$ cat src/rtl/framebuffer_write_arbiter_if.sv
// rtl/framebuffer_write_arbiter_if.sv - requester and RAM-side signal bundle for the framebuffer write arbiter
interface framebuffer_write_arbiter_if #(
  parameter int ADDR_WIDTH = 12,
  parameter int DATA_WIDTH = 8
);
  logic                  req0;
  logic                  req1;
  logic [ADDR_WIDTH-1:0] addr0;
  logic [ADDR_WIDTH-1:0] addr1;
  logic [DATA_WIDTH-1:0] data0;
  logic [DATA_WIDTH-1:0] data1;
  logic                  last0;
  logic                  last1;
  logic                  ack0;
  logic                  ack1;
  logic [ADDR_WIDTH-1:0] ram_address;
  logic [DATA_WIDTH-1:0] ram_data_out;
  logic                  ram_write_enable;
  logic                  ram_clk_enable;
  logic [1:0]            owner;

  modport master (
    output req0, req1, addr0, addr1, data0, data1, last0, last1,
    input  ack0, ack1, ram_address, ram_data_out, ram_write_enable, ram_clk_enable, owner
  );

  modport slave (
    input  req0, req1, addr0, addr1, data0, data1, last0, last1,
    output ack0, ack1, ram_address, ram_data_out, ram_write_enable, ram_clk_enable, owner
  );
endinterface

$ cat src/rtl/framebuffer_write_arbiter.sv
// rtl/framebuffer_write_arbiter.sv - round-robin burst arbiter sharing framebuffer write port A
module framebuffer_write_arbiter #(
  parameter int ADDR_WIDTH      = 12,
  parameter int DATA_WIDTH      = 8,
  parameter int MAX_BURST       = 64,
  parameter int BURST_CNT_WIDTH = 7
) (
  input  logic clk_in,
  input  logic reset,
  framebuffer_write_arbiter_if.slave bus
);

  typedef enum logic [1:0] {
    IDLE = 2'b00,
    OWN0 = 2'b01,
    OWN1 = 2'b10
  } state_t;

  localparam logic [BURST_CNT_WIDTH:0] CAP = (BURST_CNT_WIDTH+1)'(MAX_BURST);

  state_t                 state;
  logic                   rr_next;
  logic [BURST_CNT_WIDTH-1:0] beat_cnt;

  logic                   own_req;
  logic                   own_last;
  logic [ADDR_WIDTH-1:0]  own_addr;
  logic [DATA_WIDTH-1:0]  own_data;
  logic                   other_req;
  logic                   accept;
  logic [BURST_CNT_WIDTH:0] cnt_sum;
  logic                   cap_hit;
  logic                   release_now;

  always_comb begin
    own_req   = 1'b0;
    own_last  = 1'b0;
    own_addr  = '0;
    own_data  = '0;
    other_req = 1'b0;
    case (state)
      OWN0: begin
        own_req   = bus.req0;
        own_last  = bus.last0;
        own_addr  = bus.addr0;
        own_data  = bus.data0;
        other_req = bus.req1;
      end
      OWN1: begin
        own_req   = bus.req1;
        own_last  = bus.last1;
        own_addr  = bus.addr1;
        own_data  = bus.data1;
        other_req = bus.req0;
      end
      default: ;
    endcase
    accept  = own_req;
    cnt_sum = {1'b0, beat_cnt} + {{BURST_CNT_WIDTH{1'b0}}, accept};
    // >= rather than == so a saturated owner still yields once the other side shows up
    cap_hit     = (cnt_sum >= CAP);
    release_now = (accept && own_last) || !own_req || (cap_hit && other_req);
  end

  assign bus.ack0 = (state == OWN0) && bus.req0;
  assign bus.ack1 = (state == OWN1) && bus.req1;

  always_ff @(posedge clk_in or posedge reset) begin
    if (reset) begin
      state                <= IDLE;
      rr_next              <= 1'b0;
      beat_cnt             <= '0;
      bus.owner            <= 2'b00;
      bus.ram_address      <= '0;
      bus.ram_data_out     <= '0;
      bus.ram_write_enable <= 1'b0;
      bus.ram_clk_enable   <= 1'b0;
    end else begin
      bus.ram_write_enable <= accept;
      bus.ram_clk_enable   <= accept;
      if (accept) begin
        bus.ram_address  <= own_addr;
        bus.ram_data_out <= own_data;
      end

      case (state)
        IDLE: begin
          if (bus.req0 && (!bus.req1 || !rr_next)) begin
            state     <= OWN0;
            bus.owner <= OWN0;
            beat_cnt  <= '0;
          end else if (bus.req1) begin
            state     <= OWN1;
            bus.owner <= OWN1;
            beat_cnt  <= '0;
          end
        end
        OWN0, OWN1: begin
          if (release_now) begin
            rr_next <= (state == OWN0);
            if (other_req) begin
              state     <= (state == OWN0) ? OWN1 : OWN0;
              bus.owner <= (state == OWN0) ? OWN1 : OWN0;
              beat_cnt  <= '0;
            end else begin
              state     <= IDLE;
              bus.owner <= IDLE;
            end
          end else begin
            beat_cnt <= cap_hit ? CAP[BURST_CNT_WIDTH-1:0] : cnt_sum[BURST_CNT_WIDTH-1:0];
          end
        end
        default: begin
          state     <= IDLE;
          bus.owner <= IDLE;
        end
      endcase
    end
  end

endmodule

$ cat src/flat_wrapper.sv
// flat-port wrapper written by rule: the top's interface ports become plain ports
module framebuffer_write_arbiter_flat 
#(
  parameter int ADDR_WIDTH      = 12,
  parameter int DATA_WIDTH      = 8,
  parameter int MAX_BURST       = 64,
  parameter int BURST_CNT_WIDTH = 7
)
  (clk_in, reset, bus_req0, bus_req1, bus_addr0, bus_addr1, bus_data0, bus_data1, bus_last0, bus_last1, bus_ack0, bus_ack1, bus_ram_address, bus_ram_data_out, bus_ram_write_enable, bus_ram_clk_enable, bus_owner);
  framebuffer_write_arbiter_if #(.ADDR_WIDTH(ADDR_WIDTH), .DATA_WIDTH(DATA_WIDTH)) bus_i ();
  input  logic clk_in;
  input  logic reset;
  input wire logic [$bits(bus_i.req0)-1:0] bus_req0;
  input wire logic [$bits(bus_i.req1)-1:0] bus_req1;
  input wire logic [$bits(bus_i.addr0)-1:0] bus_addr0;
  input wire logic [$bits(bus_i.addr1)-1:0] bus_addr1;
  input wire logic [$bits(bus_i.data0)-1:0] bus_data0;
  input wire logic [$bits(bus_i.data1)-1:0] bus_data1;
  input wire logic [$bits(bus_i.last0)-1:0] bus_last0;
  input wire logic [$bits(bus_i.last1)-1:0] bus_last1;
  output wire logic [$bits(bus_i.ack0)-1:0] bus_ack0;
  output wire logic [$bits(bus_i.ack1)-1:0] bus_ack1;
  output wire logic [$bits(bus_i.ram_address)-1:0] bus_ram_address;
  output wire logic [$bits(bus_i.ram_data_out)-1:0] bus_ram_data_out;
  output wire logic [$bits(bus_i.ram_write_enable)-1:0] bus_ram_write_enable;
  output wire logic [$bits(bus_i.ram_clk_enable)-1:0] bus_ram_clk_enable;
  output wire logic [$bits(bus_i.owner)-1:0] bus_owner;
  assign bus_i.req0 = bus_req0;
  assign bus_i.req1 = bus_req1;
  assign bus_i.addr0 = bus_addr0;
  assign bus_i.addr1 = bus_addr1;
  assign bus_i.data0 = bus_data0;
  assign bus_i.data1 = bus_data1;
  assign bus_i.last0 = bus_last0;
  assign bus_i.last1 = bus_last1;
  assign bus_ack0 = bus_i.ack0;
  assign bus_ack1 = bus_i.ack1;
  assign bus_ram_address = bus_i.ram_address;
  assign bus_ram_data_out = bus_i.ram_data_out;
  assign bus_ram_write_enable = bus_i.ram_write_enable;
  assign bus_ram_clk_enable = bus_i.ram_clk_enable;
  assign bus_owner = bus_i.owner;
  framebuffer_write_arbiter #(.ADDR_WIDTH(ADDR_WIDTH), .DATA_WIDTH(DATA_WIDTH), .MAX_BURST(MAX_BURST), .BURST_CNT_WIDTH(BURST_CNT_WIDTH)) u_core (.clk_in(clk_in), .reset(reset), .bus(bus_i));
endmodule
$ cat config.mk
export PLATFORM = sky130hd
export DESIGN_NAME = framebuffer_write_arbiter_flat
export DESIGN_NICKNAME = d
export VERILOG_FILES = /design/src/rtl/framebuffer_write_arbiter_if.sv /design/src/rtl/framebuffer_write_arbiter.sv /design/src/flat_wrapper.sv
export SDC_FILE = /design/constraint.sdc
export NUM_CORES = 1
export LEC_CHECK = 0
export BUFFER_PORTS_ARGS = -buffer_cell sky130_fd_sc_hd__buf_4
export CAP_MARGIN = 20
export CORE_ASPECT_RATIO = 0.75
export CORE_MARGIN = 1.5
export CORE_UTILIZATION = 51
export DETAILED_ROUTE_END_ITERATION = 10
export PLACE_DENSITY = 0.83
export SLEW_MARGIN = 20
export SYNTH_ARGS = -nofsm -noshare
export SYNTH_HDL_FRONTEND = slang
export SYNTH_SLANG_ARGS = --single-unit
$ cat constraint.sdc
create_clock -name clk_in -period 8.5 [get_ports clk_in]
set_clock_uncertainty 0.1 [all_clocks]
set_input_delay 1.275 -clock clk_in [delete_from_list [all_inputs] [get_ports clk_in]]
set_output_delay 1.275 -clock clk_in [all_outputs]
set_load 0.1 [all_outputs]
==> results of run 1 <==
## cells in the final DEF (no fill, tap or decap), types with 2 or more instances in the layout
master     netlist  final
a22oi_1         22     22
a22o_1           2      2
a21oi_1         20     20
nand3_1          5      5
clkbuf_8         0      5
o211ai_1         3      3
ha_1             6      6
dfrtp_1         31     31
buf_4            1     72
o31ai_1          2      2
a31oi_1          2      2
a32o_1           3      3
inv_1            6      5
o2bb2ai_1        3      3
nand2_1          7      7
and2_1           2      2
o2111ai_1        3      3
o21ai_0          5      5
nor2_1          22     22
## state kept, by name, summed over array words and instances, names as in the netlist
name and count:
u_core.beat_cnt 7, u_core.bus.owner 2, u_core.bus.ram_address 12, u_core.bus.ram_data_out 8, u_core.bus.ram_write_enable 1, u_core.rr_next 1
## through the flow
step           area (um^2)  std cells  utilization (%)  setup slack [ps]  hold slack (ps)
6_report              2290        279             75.3              4570              410
4_1_cts               2290        279             75.3              4630              411
3_3_place_gp          2210        271             72.5              4960              393
5_1_grt               2290        279             75.3              4330              445
2_1_floorplan         1680        173                -              4660              360
3_5_place_dp          2210        271             72.5              4640              391
## cells by family after synthesis
family	count (synthesis)
AOI/OAI and AO/OA	73
and+or+nand+nor	44
DFF	31
buffers and inverters	18
adders and majority gates	6
muxes	1
## layer usage
| metal | routed length [um] | up-vias | GRT usage [%] |
|---|---|---|---|
| met2 | 2130 | 79 | 39.4 |
| li1 | - | 786 | - |
| met3 | 324 | 4 | 6.73 |
| met5 | 0 | - | 0 |
| met1 | 1910 | 783 | 31.2 |
| met4 | 35 | 0 | 8.17 |
## worst max-delay path, cell delays in order, from the launching register on
cell and delay (ps):
dfrtp_1 430, inv_1 100, ha_1 770, a22oi_1 370
nor2b_2 220, ha_1 260, ha_1 220, nand3_1 210
o21a_1 330, o31ai_1 410, mux2_2 390
## worst max path at each step
stage                                   start             end  slack (ps)  depth (start not counted)
after floorplan           u_core.bus.owner[0]  u_core.rr_next        4660                         11
after global placement               bus_req0  u_core.rr_next        4960                          9
after detailed placement  u_core.bus.owner[1]  u_core.rr_next        4640                         10
after CTS                 u_core.bus.owner[1]  u_core.rr_next        4630                         10
after global routing      u_core.bus.owner[1]  u_core.rr_next        4330                         10
final                     u_core.bus.owner[1]  u_core.rr_next        4570                         10
## area by class of cell
class	count	area [um^2]	area share, %
sequential	31	776	33.9
multi-input combinational	124	820	35.8
tap	38	47.5	2.08
inverter	6	22.5	0.983
clock inverter	2	12.5	0.546
timing repair buffer	72	541	23.6
clock buffer	6	72.6	3.17
==> results.sh, run 1 <==
export IMPL_hp_class="reg -> reg"
export IMPL_drv_slew=0
export IMPL_run_status="completed"
export IMPL_rsz0062_at_grt="no"
export IMPL_fillers=227
export IMPL_fin_crit_sh_pct=46.2
export IMPL_die_h_um=52.7
export IMPL_cts_root_buf="clkbuf_8"
export IMPL_criticalPathCategory="reg -> reg"
export IMPL_netlist_area_um2=1680
export IMPL_num_nets_final=292
export IMPL_grt_pass1_wl_mm=6.80
export IMPL_rows=17
export IMPL_reg2reg_depth=10
export IMPL_worstPathArrival_ps=3980
export IMPL_hold_viol=0
export IMPL_ys_seq_elements=31
export IMPL_r2r_end="u_core.rr_next"
export IMPL_startpoint_type="flip-flop"
export IMPL_clkLatencyLatePin_ps=270
export IMPL_min_from="u_core.beat_cnt[0]"
export IMPL_die_area_um2=3650
export IMPL_ys_warn_count=0
export IMPL_synth_cells=173
export IMPL_fmax_ghz=0.255
export IMPL_globalplace_congestion=0.947
export IMPL_first_pass_iters=4
export IMPL_avgSynthCellArea_um2=9.71
export IMPL_grt_pass1_vias=1451
export IMPL_start_util_pct=55.2
export IMPL_drc=0
export IMPL_worst_pin_slew_ps=937
export IMPL_port_buffers=71
export IMPL_synthMuxAreaShare_pct=0.671
export IMPL_cts_buffer_depth=2
export IMPL_design_core_area_um2=3040
export IMPL_cts_hold_buf=0
export IMPL_drv_cap=0
export IMPL_synthAdderAreaFrac_pct=4.47
export IMPL_synth_xor_area_share_pct=0
export IMPL_grt_max_degree=42
export IMPL_cts_setup_buffers=0
export IMPL_ant_nets=0
export IMPL_holdPathStages=1
export IMPL_hpwl_mm=3.31
export IMPL_finalSetupTns_ps=0
export IMPL_yosys_area_top_type_share_pct=46.2
export IMPL_setup_violations=0
export IMPL_cts_resized_gates=0
export IMPL_grt_usage_pct=24.1
export IMPL_grt_ovfl_total=0
export IMPL_synthTopCellsByArea="dfrtp_1 46%, a22oi_1 9.8%, a21oi_1 6.0%"
export IMPL_cts_made_buffers=5
export IMPL_synth_compound_gate_area_share_pct=31.3
export IMPL_synthFlopType="dfrtp_1"
export IMPL_reg2reg_slack_ps=4570
export IMPL_yosys_area_share_simple_pct=12.2
export IMPL_syn_nets=225
export IMPL_drive_gt1_share_pct=35.3
export IMPL_synth_edf_count=0
export IMPL_synth_top_family_by_area="compound AO/OA/AOI/OAI gates"
export IMPL_avgRoutedWirePerCell_um=15.8
export IMPL_drtIter0Drc=142
export IMPL_cp_max_fo=28
export IMPL_vias=1652
export IMPL_cp_data_required_time_ps=8560
export IMPL_antenna_found_initial=0
export IMPL_drt_wl_total_mm=4.40
export IMPL_yosysMostFrequentCell="dfrtp_1"
export IMPL_r2r_start="u_core.bus.owner[1]"
export IMPL_die_w_um=69.3
export IMPL_area_growth_pct=36.4
export IMPL_clk_pin_slew_worst_paths_ps=60
export IMPL_cts_tree="built"
export IMPL_synthArstFlopShare_pct=100
export IMPL_yosysSeqAreaShare_pct=46.2
export IMPL_clock_sinks=31
export IMPL_slew_headroom_pct=37.6
export IMPL_ioPinCount=72
export IMPL_critPathCaptureType="flip-flop"
export IMPL_routed_via_density=5.92
export IMPL_min_to="u_core.beat_cnt[0]"
export IMPL_htreeDepth=2
export IMPL_post_route_min_period_ps=3930
export IMPL_antennaDiodeCount=0
export IMPL_ys_types=38
export IMPL_synth_common_cells="31 x dfrtp_1, 22 x a22oi_1, 22 x nor2_1, 20 x a21oi_1, 8 x clkbuf_1"
export IMPL_yosysTopAreaCell="dfrtp_1"
Power of run 1 is left out: the tool's default activity adds up to more than one toggle a clock period on the data nets, which glitch-free logic cannot reach.
==> run 2: changes to the inputs <==
- CORE_UTILIZATION: 51 -> 47
- PLACE_DENSITY: 0.83 -> 0.77
- clock period: 8.5 -> 4.05 ns (I/O delays scaled with it)
==> run 2 against run 1 <==
  * Final cell count grew 1.8%
  * Routed wire length grew 6.0%
  * First-iteration DRC count grew 59%
  * Global-route usage is essentially flat
  * Register-to-register slack lost 3800 ps
  * Fmax grew 19%
  * Sequential cell count is the same
  * Count of clock-buffer cells in the layout grew 1
  * Critical path depth grew 1
  * Critical path type unchanged
==> results.sh, run 2 (synthesis gave the netlist of run 1 again) <==
export IMPL_drv_cap=0
export IMPL_fin_crit_sh_pct=81.7
export IMPL_run_status="completed"
export IMPL_fmax_ghz=0.302
export IMPL_start_util_pct=50.0
export IMPL_port_buffers=71
export IMPL_globalplace_congestion=0.941
export IMPL_hold_viol=0
export IMPL_grt_usage_pct=24.1
export IMPL_design_core_area_um2=3360
export IMPL_ioPinCount=72
export IMPL_final_core_util_pct=68.9
export IMPL_cts_resized_gates=0
export IMPL_drc=0
export IMPL_cts_buffer_depth=2
export IMPL_cts_made_buffers=5
export IMPL_grt_max_degree=42
export IMPL_drv_slew=0
export IMPL_die_area_um2=3940
export IMPL_drt_wl_total_mm=4.66
export IMPL_cts_root_buf="clkbuf_8"
export IMPL_htreeDepth=2
export IMPL_reg2reg_slack_ps=740
export IMPL_drtIter0Drc=226
export IMPL_routed_via_density=5.89
export IMPL_slew_headroom_pct=60.5
export IMPL_grt_pass1_wl_mm=7.04
export IMPL_antenna_found_initial=0
export IMPL_die_h_um=54.8
export IMPL_largest_reg_flops=12
export IMPL_clkLatencyLatePin_ps=270
export IMPL_first_pass_iters=5
export IMPL_finalSetupTns_ps=0
export IMPL_worstPathArrival_ps=3370
export IMPL_startpoint_type="flip-flop"
export IMPL_top_regs="u_core.bus.ram_address x12, u_core.bus.ram_data_out x8, u_core.beat_cnt x7"
export IMPL_die_w_um=72.0
export IMPL_cts_setup_buffers=0
export IMPL_mostFrequentLayoutCells="75 x buf_4, 31 x dfrtp_1, 22 x a22oi_1, 22 x nor2_1, 20 x a21oi_1"
export IMPL_regMostFlops="u_core.bus.ram_address"
export IMPL_setup_violations=0
export IMPL_cts_tree="built"
export IMPL_cts_hold_buf=0
export IMPL_area_growth_pct=37.7
export IMPL_cp_max_fo=25
export IMPL_grt_ovfl_total=0
export IMPL_rsz0062_at_grt="no"
export IMPL_layout_commonest_cell="buf_4"
export IMPL_rows=18
export IMPL_avgRoutedWirePerCell_um=16.4
export IMPL_hpwl_mm=3.48
export IMPL_critPathCaptureType="flip-flop"
export IMPL_num_nets_final=295
export IMPL_hp_class="in -> async"
export IMPL_grt_pass1_vias=1462
export IMPL_antennaDiodeCount=0
export IMPL_clock_sinks=31
export IMPL_worst_pin_slew_ps=591
export IMPL_drive_gt1_share_pct=35.2
export IMPL_post_route_min_period_ps=3310
export IMPL_cp_data_required_time_ps=4110
export IMPL_ant_nets=0
export IMPL_vias=1674
export IMPL_clk_pin_slew_worst_paths_ps=60
export IMPL_criticalPathCategory="reg -> reg"
==> run 2: cell count changes in the layout (fill, tap and decap cells not counted) <==
cell,delta
clkinvlp_4,-1
buf_4,+3
clkbuf_1,+1
inv_1,+1
inv_2,-1
==> run 2: cell type report <==
type | instances | area, um^2
Clock buffer | 7 | 76.3
Clock inverter | 1 | 5.00
Fill cell | 279 | 1040
Inverter | 6 | 22.5
Multi-Input combinational cell | 124 | 820
Sequential cell | 31 | 776
Tap cell | 40 | 50.0
Timing Repair Buffer | 75 | 563
==> run 2: metrics by stage <==
stage / area [um^2] / setup WS (ps) / std cells / hold slack, ps
2_1_floorplan: 1680 / 212 / 173 / 360
3_3_place_gp: 2230 / 1030 / 276 / 391
3_5_place_dp: 2230 / 817 / 276 / 401
4_1_cts: 2310 / 810 / 284 / 330
5_1_grt: 2310 / 540 / 284 / 353
6_report: 2310 / 743 / 284 / 317
==> run 2: worst paths after layout <==
check | start | to | cells after the start
worst min register to register | u_core.beat_cnt[0] | u_core.beat_cnt[0] | 1
worst max register to register | u_core.bus.owner[0] | u_core.rr_next | 11
min in group clk_in | u_core.beat_cnt[0] | u_core.beat_cnt[0] | 1
worst min-delay path | reset | u_core.bus.ram_write_enable | 3
worst max-delay path | u_core.bus.owner[0] | u_core.rr_next | 11
max in group asynchronous | reset | u_core.bus.ram_address[10] | 3
==> run 2: worst max-delay path: stages, from the launching register on <==
cell	delay (ps)
dfrtp_1	440
inv_1	110
ha_1	150
buf_4	260
a22oi_1	210
nor2b_2	190
ha_1	260
ha_1	240
nand3_1	220
o21a_1	340
o31ai_1	300
mux2_2	370
==> run 2: metal layers <==
metal  up-vias  wire, um  track usage [%]
met1       813      2000             32.5
met4         0        32             6.60
li1        792         -                -
met5         -         0                0
met3         5       274             5.71
met2        64      2360             39.4
Power of run 2 is left out for the same reason.
==> run 3: changes to the inputs <==
- clock period: 4.05 -> 3.2 ns (I/O delays scaled with it)
==> run 3 against run 2 <==
  * Register-to-register slack lost 400 ps
  * Sequential share of layout area is essentially flat
  * Worst setup slack got worse by 400 ps
  * Core utilization up 0.60 points
  * Routed wire length is 9.6% lower
  * Critical path depth down 1
  * Count of clock-buffer cells in the layout decreased by 1
  * Sequential cell count stayed put
  * Non-clock buffer count stayed put
  * Global-route usage decreased by 1.8 points
  * Largest cell class unchanged
  * Highest routed layer unchanged
==> results.sh, run 3 (synthesis gave the netlist of run 1 again) <==
export IMPL_grt_pass1_vias=1426
export IMPL_first_pass_iters=4
export IMPL_layout_commonest_cell="buf_4"
export IMPL_startpoint_type="flip-flop"
export IMPL_hold_viol=0
export IMPL_cpPeakStageDelay_ps=500
export IMPL_ant_nets=0
export IMPL_cts_buffer_depth=2
export IMPL_criticalPathCategory="reg -> reg"
export IMPL_grt_max_degree=42
export IMPL_worstPathArrival_ps=2930
export IMPL_vias=1645
export IMPL_hpwl_mm=3.21
export IMPL_start_util_pct=50.0
export IMPL_cpMaxStageDelayCell="dfrtp_4"
export IMPL_cp_data_required_time_ps=3270
export IMPL_post_route_min_period_ps=2860
export IMPL_run_status="completed"
export IMPL_cts_root_buf="clkbuf_8"
export IMPL_regArea_um2=783
export IMPL_cts_resized_gates=0
export IMPL_crit_top_cell="ha_1"
export IMPL_cp_max_fo=8
export IMPL_grt_pass1_wl_mm=6.51
export IMPL_drive_gt1_share_pct=37.7
export IMPL_cts_made_buffers=5
export IMPL_rows=18
export IMPL_grt_ovfl_total=0
export IMPL_setup_violations=0
export IMPL_grt_usage_pct=22.3
export IMPL_globalplace_congestion=0.898
export IMPL_num_nets_final=295
export IMPL_routed_via_density=5.79
export IMPL_multi_input_area_um2=828
export IMPL_drv_slew=0
export IMPL_fmax_ghz=0.350
export IMPL_clk_pin_slew_worst_paths_ps=60
export IMPL_cts_setup_buffers=0
export IMPL_fillers=282
export IMPL_cts_tree="built"
export IMPL_fin_crit_sh_pct=89.4
export IMPL_avgRoutedWirePerCell_um=14.8
export IMPL_whs_ps=170
export IMPL_finalSetupTns_ps=0
export IMPL_die_w_um=72.0
export IMPL_antenna_found_initial=0
export IMPL_cp_cell_sequence="inv_1 > ha_1 > a22oi_1 > nor2b_2 > ha_2 > ha_1 > nand3_2 > o21a_2 > o31ai_1 > mux2_2"
export IMPL_mostFrequentLayoutCells="75 x buf_4, 29 x dfrtp_1, 22 x a22oi_1, 22 x nor2_1, 20 x a21oi_1"
export IMPL_cts_hold_buf=0
export IMPL_worst_pin_slew_ps=581
export IMPL_hp_class="in -> async"
export IMPL_drtIter0Drc=91
export IMPL_critPathCaptureType="flip-flop"
export IMPL_drt_wl_total_mm=4.21
export IMPL_largest_reg_flops=12
export IMPL_rsz0062_at_grt="no"
export IMPL_area_growth_pct=38.9
export IMPL_drc=0
export IMPL_regMostFlops="u_core.bus.ram_address"
export IMPL_ioPinCount=72
export IMPL_die_area_um2=3940
export IMPL_top_regs="u_core.bus.ram_address x12, u_core.bus.ram_data_out x8, u_core.beat_cnt x7"
export IMPL_clock_sinks=31
export IMPL_htreeDepth=2
export IMPL_slew_headroom_pct=61.1
export IMPL_reg2reg_slack_ps=340
export IMPL_antennaDiodeCount=0
export IMPL_port_buffers=71
export IMPL_drv_cap=0
export IMPL_design_core_area_um2=3360
export IMPL_clkLatencyLatePin_ps=280
export IMPL_die_h_um=54.8
[run 3: cell type report]
cell class	instances	area share, %
well taps	40	2.15
clock buffers	6	3.11
repair buffers	75	24.1
clock inverters	2	0.536
multi-input cells	124	35.5
inverters	6	0.966
flip-flops and latches	31	33.6
[run 3: final timing paths]
check	startpoint	end	cells past startpoint
min	reset	u_core.bus.ram_write_enable	3
min in group clk_in	bus_data0[2]	u_core.bus.ram_data_out[2]	3
max in group asynchronous	reset	u_core.bus.owner[1]	3
min reg2reg	u_core.beat_cnt[0]	u_core.beat_cnt[0]	1
max	u_core.bus.owner[1]	u_core.rr_next	10
max reg2reg	u_core.bus.owner[1]	u_core.rr_next	10
[run 3: through the flow]
step           instances  utilization, %  setup WS (ps)  instance area (um^2)
2_1_floorplan        173               -           28.6                  1700
5_1_grt              284            69.5            127                  2330
4_1_cts              284            69.5            332                  2330
6_report             284            69.5            339                  2330
3_5_place_dp         276            67.0            336                  2250
3_3_place_gp         276            67.0            485                  2250
[run 3: layer usage]
layer | GRT usage [%] | vias to the layer above | share of wire (%)
li1 | - | 797 | -
met4 | 6.60 | 0 | 1.1
met5 | 0 | - | 0
met1 | 27.9 | 794 | 43
met2 | 36.4 | 48 | 51
met3 | 8.47 | 6 | 5.5
[run 3: critical path: cells and delay by family, from the launching register on]
| family | cells | cell delay, ps |
|---|---|---|
| AO/OA/AOI/OAI | 3 | 710 |
| adder cells (fa/ha/maj) | 3 | 630 |
| flip-flops | 1 | 500 |
| multiplexers | 1 | 360 |
| AND/OR/NAND/NOR | 2 | 340 |
| buffers and inverters | 1 | 110 |
Power of run 3 is left out for the same reason.
